### config.mk
export PLATFORM = sky130hd
export DESIGN_NAME = store_narrow_unit
export DESIGN_NICKNAME = d
export VERILOG_FILES = /design/src/rtl/store_narrow_unit.sv
export SDC_FILE = /design/constraint.sdc
export NUM_CORES = 1
export LEC_CHECK = 0
export CAP_MARGIN = 20
export CORE_MARGIN = 2
export CORE_UTILIZATION = 49
export CTS_BUF_LIST = sky130_fd_sc_hd__clkbuf_16
export DETAILED_ROUTE_END_ITERATION = 8
export PLACE_DENSITY = 0.86
export SYNTH_ARGS = -nofsm -noshare
export SYNTH_HDL_FRONTEND = slang
export SYNTH_SLANG_ARGS = --single-unit
export TNS_END_PERCENT = 30
### constraint.sdc
create_clock -name clk -period 6.7 [get_ports clk]
set_clock_uncertainty 0.15 [all_clocks]
set_input_delay 1.34 -clock clk [delete_from_list [all_inputs] [get_ports clk]]
set_output_delay 1.34 -clock clk [all_outputs]
set_load 0.005 [all_outputs]
### src/rtl/store_narrow_unit.sv
// store_narrow_unit
//   Narrows a 32-bit store value to a byte, halfword or word memory write.
//   It produces a word-aligned address, lane-replicated write data and big-endian
//   byte enables, and queues each store in a small elastic buffer. Misaligned
//   stores and reserved sizes are rejected with a one-cycle error pulse.
//
//   Optional feature: define STORE_RANGE_CHECK_EN to reject byte/half stores whose
//   value does not fit the narrowed size as a signed quantity (err_code 11).
//
// Ports
//   clk, reset             clock (rising edge), synchronous active-high reset
//   req_valid/req_ready    request handshake
//   req_addr/data/size     byte address, register value, size (00 B, 01 H, 10 W)
//   mem_valid/mem_ready    memory write handshake
//   mem_addr/wdata/be      word address, replicated data, byte enables (be[3]=offset 0)
//   err_valid/addr/code    reject pulse, offending address, 01 misalign/10 size/11 range
module store_narrow_unit #(
  parameter int unsigned ADDR_W = 32,
  parameter int unsigned DEPTH  = 2
) (
  input  logic              clk,
  input  logic              reset,
  input  logic              req_valid,
  output logic              req_ready,
  input  logic [ADDR_W-1:0] req_addr,
  input  logic [31:0]       req_data,
  input  logic [1:0]        req_size,
  output logic              mem_valid,
  input  logic              mem_ready,
  output logic [ADDR_W-1:0] mem_addr,
  output logic [31:0]       mem_wdata,
  output logic [3:0]        mem_be,
  output logic              err_valid,
  output logic [ADDR_W-1:0] err_addr,
  output logic [1:0]        err_code
);

  localparam int unsigned PtrW = $clog2(DEPTH);
  localparam int unsigned CntW = PtrW + 1;
  localparam logic [CntW-1:0] FullCnt = CntW'(DEPTH);

  logic [ADDR_W-1:0] r_addr  [DEPTH];
  logic [31:0]       r_wdata [DEPTH];
  logic [3:0]        r_be    [DEPTH];
  logic [PtrW-1:0]   r_wr_ptr, r_rd_ptr;
  logic [CntW-1:0]   r_count;
  logic              r_err_valid;
  logic [ADDR_W-1:0] r_err_addr;
  logic [1:0]        r_err_code;

  logic        w_full, w_empty, w_accept, w_push, w_pop;
  logic [31:0] w_wdata;
  logic [3:0]  w_be;
  logic [1:0]  w_err_code;

  assign w_full    = (r_count == FullCnt);
  assign w_empty   = (r_count == '0);
  assign req_ready = ~w_full;
  assign w_accept  = req_valid & req_ready;
  assign w_push    = w_accept & (w_err_code == 2'b00);
  assign mem_valid = ~w_empty;
  assign w_pop     = mem_valid & mem_ready;

  // Lane formatting.
  always_comb begin
    w_wdata = '0;
    w_be    = '0;
    unique case (req_size)
      2'b00: begin
        w_wdata = {4{req_data[7:0]}};
        w_be    = 4'b1000 >> req_addr[1:0];
      end
      2'b01: begin
        w_wdata = {2{req_data[15:0]}};
        w_be    = req_addr[1] ? 4'b0011 : 4'b1100;
      end
      2'b10: begin
        w_wdata = req_data;
        w_be    = 4'b1111;
      end
      default: ;
    endcase
  end

  // Reject classification; misalignment outranks the range check.
  always_comb begin
    w_err_code = 2'b00;
    if (req_size == 2'b11) begin
      w_err_code = 2'b10;
    end else if ((req_size == 2'b01 && req_addr[0]) ||
                 (req_size == 2'b10 && req_addr[1:0] != 2'b00)) begin
      w_err_code = 2'b01;
`ifdef STORE_RANGE_CHECK_EN
    end else if ((req_size == 2'b00 && req_data != {{24{req_data[7]}}, req_data[7:0]}) ||
                 (req_size == 2'b01 && req_data != {{16{req_data[15]}}, req_data[15:0]})) begin
      w_err_code = 2'b11;
`endif
    end
  end

  // Storage needs no reset: outputs are masked while the buffer is empty.
  always_ff @(posedge clk) begin
    if (w_push) begin
      r_addr[r_wr_ptr]  <= {req_addr[ADDR_W-1:2], 2'b00};
      r_wdata[r_wr_ptr] <= w_wdata;
      r_be[r_wr_ptr]    <= w_be;
    end
  end

  always_ff @(posedge clk) begin
    if (reset) begin
      r_wr_ptr    <= '0;
      r_rd_ptr    <= '0;
      r_count     <= '0;
      r_err_valid <= 1'b0;
      r_err_addr  <= '0;
      r_err_code  <= 2'b00;
    end else begin
      // DEPTH is a power of two, so pointer overflow is the modulo wrap.
      if (w_push) r_wr_ptr <= r_wr_ptr + 1'b1;
      if (w_pop)  r_rd_ptr <= r_rd_ptr + 1'b1;
      unique case ({w_push, w_pop})
        2'b10:   r_count <= r_count + 1'b1;
        2'b01:   r_count <= r_count - 1'b1;
        default: r_count <= r_count;
      endcase
      r_err_valid <= w_accept & ~w_push;
      if (w_accept & ~w_push) begin
        r_err_addr <= req_addr;
        r_err_code <= w_err_code;
      end
    end
  end

  assign mem_addr  = w_empty ? '0 : r_addr[r_rd_ptr];
  assign mem_wdata = w_empty ? '0 : r_wdata[r_rd_ptr];
  assign mem_be    = w_empty ? '0 : r_be[r_rd_ptr];
  assign err_valid = r_err_valid;
  assign err_addr  = r_err_addr;
  assign err_code  = r_err_code;

endmodule
==> metrics.md <==
| Metric | Value |
|---|---|
| Seq/Total Area, Yosys | 67.1% |
| End of the worst hold path | err_addr[31] |
| Clock buffer depth | 2 |
| GR peak layer | met2 |
| Largest net degree at the start of global routing | 67 |
| Die span in x | 124 um |
| CP Launch Point | req_addr[0] |
| GR Overflow Total | 0 |
| Maxcap violations | 0 |
| R2R Setup Slk | 3.85 ns |
| Worst Hold Class | flip-flop to flip-flop |
| Max-slew violations | 0 |
| RSZ-0062 raised after global routing | no |
| Critical Path Stages | 5 |
| RePlAce Congestion | 0.826 |
| CTS buffer count | 17 |
| WP data arrival | 3.95 ns |
| Synth Register Bits | 172 |
| # hold bufs at CTS | 0 |
| Reg-to-Reg Start | r_count[0] |
| Via density | 5.25 |
| CP Launch Type | primary input |
| Top FF cell, synth | edfxtp_1 |
| Setup TNS Final | 0 ns |
| Final ANT Viol Nets | 0 |
| Distinct cells, synth | 36 |
| First-pass GRT wire length | 25000 um |
| Iter 0 DRT Violations | 397 |
| Post-synth EDFFs | 132 |
| CP peak stage delay | 0.79 ns |
| Worst path bufs/invs | 2 |
| Reg-to-Reg End | r_wdata[0][22] |
| Vias in the first global route | 4782 |
| Placed insts | 877 |
| DRC viols | 0 |
| P_int | 0.00232 W |
| Clock power frac | 30.3% |
| GRT Util Overall | 20.5% |
| Synth area leaders | edfxtp_1 56%, mux2i_1 15%, dfxtp_1 11%, nor2_1 4.4%, nand2_1 3.9% |
| Overall Power | 0.00322 W |
| WHS Path Cells | 2 |
| Post-Layout Cell Count | 910 |
| Initial antenna violation count | 0 |
| Leak Pwr | 3.44 nW |
| Worst hold start | err_addr[31] |
| Cells after synthesis | 552 |
| GR Util met3 | 7.86% |
| CTS Sinks | 172 |
| Share of layout cells above drive strength 1 | 6.75% |
| Sw Ratio | 27.8% |
| Area Overhead vs Synth | 34.7% |
| Combinational share of power | 29.7% |
| Count of final setup violators | 0 |
| Period Utilization, post-route | 60.4% |
| CP top delay family | simple AND/OR/NAND/NOR gates |
| Clock root buffer | clkbuf_16 |
| Fmax | 247 MHz |
| Die Y | 124 um |
| Die area | 15500 sq um |
| Core area | 14400 sq um |
| Hold Violations, Final | 0 |
| Post-CTS Setup Inserts | 0 |
| Vias post-DR | 4780 |
| Crit path max fanout | 34 |
| Clock-pin slew on the worst setup and hold paths | 0.06 ns |
| Register share of total power | 40.0% |
| TritonCTS clock tree | done |
| Top-area cell type share of the netlist area | 55.8% |
| Worst r2r path cells | 5 |
| Netlist Area Pre-Place | 7100 sq um |
| Critical path class | primary input to flip-flop |
| Commonest cells post-synth | 132 x edfxtp_1, 107 x mux2i_1, 84 x nor2_1 |
| PD cells | 336 nW/um^2 |
| Clock Latency Late Sink | 0.41 ns |
| Syn. warnings | 0 |
| Port Buffers | 172 |
| Total Wirelength | 15700 um |
| Critical path's slowest cell | nor2_4 |
| Maximum VDD drop | 0.186 mV |
| Slew margin rel. | 32.5% |
| CTS resizes | 0 |
| Final design utilization | 66.6% |
| Crit path time final | 4.05 ns |
| H-tree Lvls | 4 |
| Worst endpoint required time | 6.61 ns |
| GR Util met2 | 33.4% |
| Status | finished clean |
| I/O pin count | 175 |
| Starting Density | 49.4% |
| Row cnt | 44 |
| Ant diodes | 0 |
| CP Capture Type | flip-flop |
| Met1 Use GR | 25.8% |
| DR WL/cell | 17.3 um |
| Final #Nets | 784 |
| Worst-Margin Slew | 1.01 ns |
| Ys async rst share | 0% |
| CP Cell Sequence | clkdlybuf4s50_1 -> nor3_2 -> o211ai_1 -> nor2_4 -> buf_4 |
| Most frequent cell after synthesis | edfxtp_1 |
| Post-synth top area cell | edfxtp_1 |
| DP Wirelength | 10700 um |
| Drt first pass iters | 5 |
| Avg Cell Area, Syn | 12.9 sq um |
| Net Sw Power | 0.000894 W |
==> kinds of logic after synthesis <==
group | Yosys count | share of synthesized area [%]
other cells | 1 | 0.0528
buf+inv | 53 | 3.45
flops | 172 | 67.1
mux | 108 | 15.2
xor+xnor | 4 | 0.493
simple gates | 167 | 9.48
fa+ha+maj | 1 | 0.176
compound gates | 46 | 4.05
==> metal layers <==
layer  vias to the layer above  share of wire, %
li1                       2250                 -
met1                      2276                41
met2                       238                48
met3                        16               9.8
met4                         0              0.99
met5                         -                 0
==> how the worst max path moves through the flow <==
stage                     endpoint  slack [ns]
floorplan             r_addr[0][0]        1.39
global placement    r_wdata[1][20]        2.35
detailed placement  r_wdata[0][24]        2.23
CTS                  r_wdata[0][9]        2.66
global route        r_wdata[1][11]        2.48
finish              r_wdata[0][22]        2.65
==> worst reg2reg max path, delay by kind of cell (launching register included) <==
kind	cells	cell delay, ns
and+or+nand+nor	2	0.91
buffers and inverters	2	0.68
DFF	1	0.47
AOI/OAI and AO/OA	1	0.27
==> metrics by stage <==
step / setup slack, ns / instance area, sq um / hold slack, ns
floorplan: 1.39 / 7110 / 0.301
global route: 2.48 / 9570 / 0.333
detailed placement: 2.23 / 8940 / 0.297
global placement: 2.35 / 8940 / 0.293
finish: 2.65 / 9570 / 0.311
CTS: 2.66 / 9540 / 0.312
==> placed cells by master, fill, tap and decap left out, types with 2 or more instances in the layout <==
cell type	synthesis	routed
o21ai_0	10	10
inv_1	14	14
buf_4	3	6
clkbuf_16	0	19
xor2_1	3	3
conb_1	1	2
edfxtp_1	132	132
nor2_1	84	81
clkinv_2	0	2
inv_8	0	2
nand2_1	73	73
inv_6	0	4
a21o_1	16	16
inv_2	1	2
nand4_1	2	2
nor2b_2	1	2
dfxtp_1	40	39
nor2_4	0	3
clkdlybuf4s50_1	0	172
a21oi_1	13	13
mux2i_1	107	107
==> area by class of cell <==
cell class	instances	area (sq um)
fillers	974	4800
flip-flops and latches	172	4770
multi-input cells	328	2120
repair buffers	179	1790
clock buffers	19	475
well taps	184	230
clock inverters	13	124
inverters	15	56.3
==> power by group through the flow <==
stage | Clock (W) | Sequential, W | Combinational, W
floorplan | 0 | 0.00129 | 0.000464
global placement | 0 | 0.00136 | 0.000889
detailed placement | 0 | 0.00136 | 0.000900
CTS | 0.000987 | 0.00134 | 0.000907
global route | 0.00103 | 0.00130 | 0.00103
finish | 0.000974 | 0.00129 | 0.000955
==> flip-flops by register name (all words and copies together), names as in the netlist, named ones only <==
name / cells
r_addr: 60
r_rd_ptr: 1
r_wdata: 64
r_be: 8
err_code: 2
r_wr_ptr: 1
r_count: 2
err_addr: 32
err_valid: 1
Power figures use the tool's default switching activity.
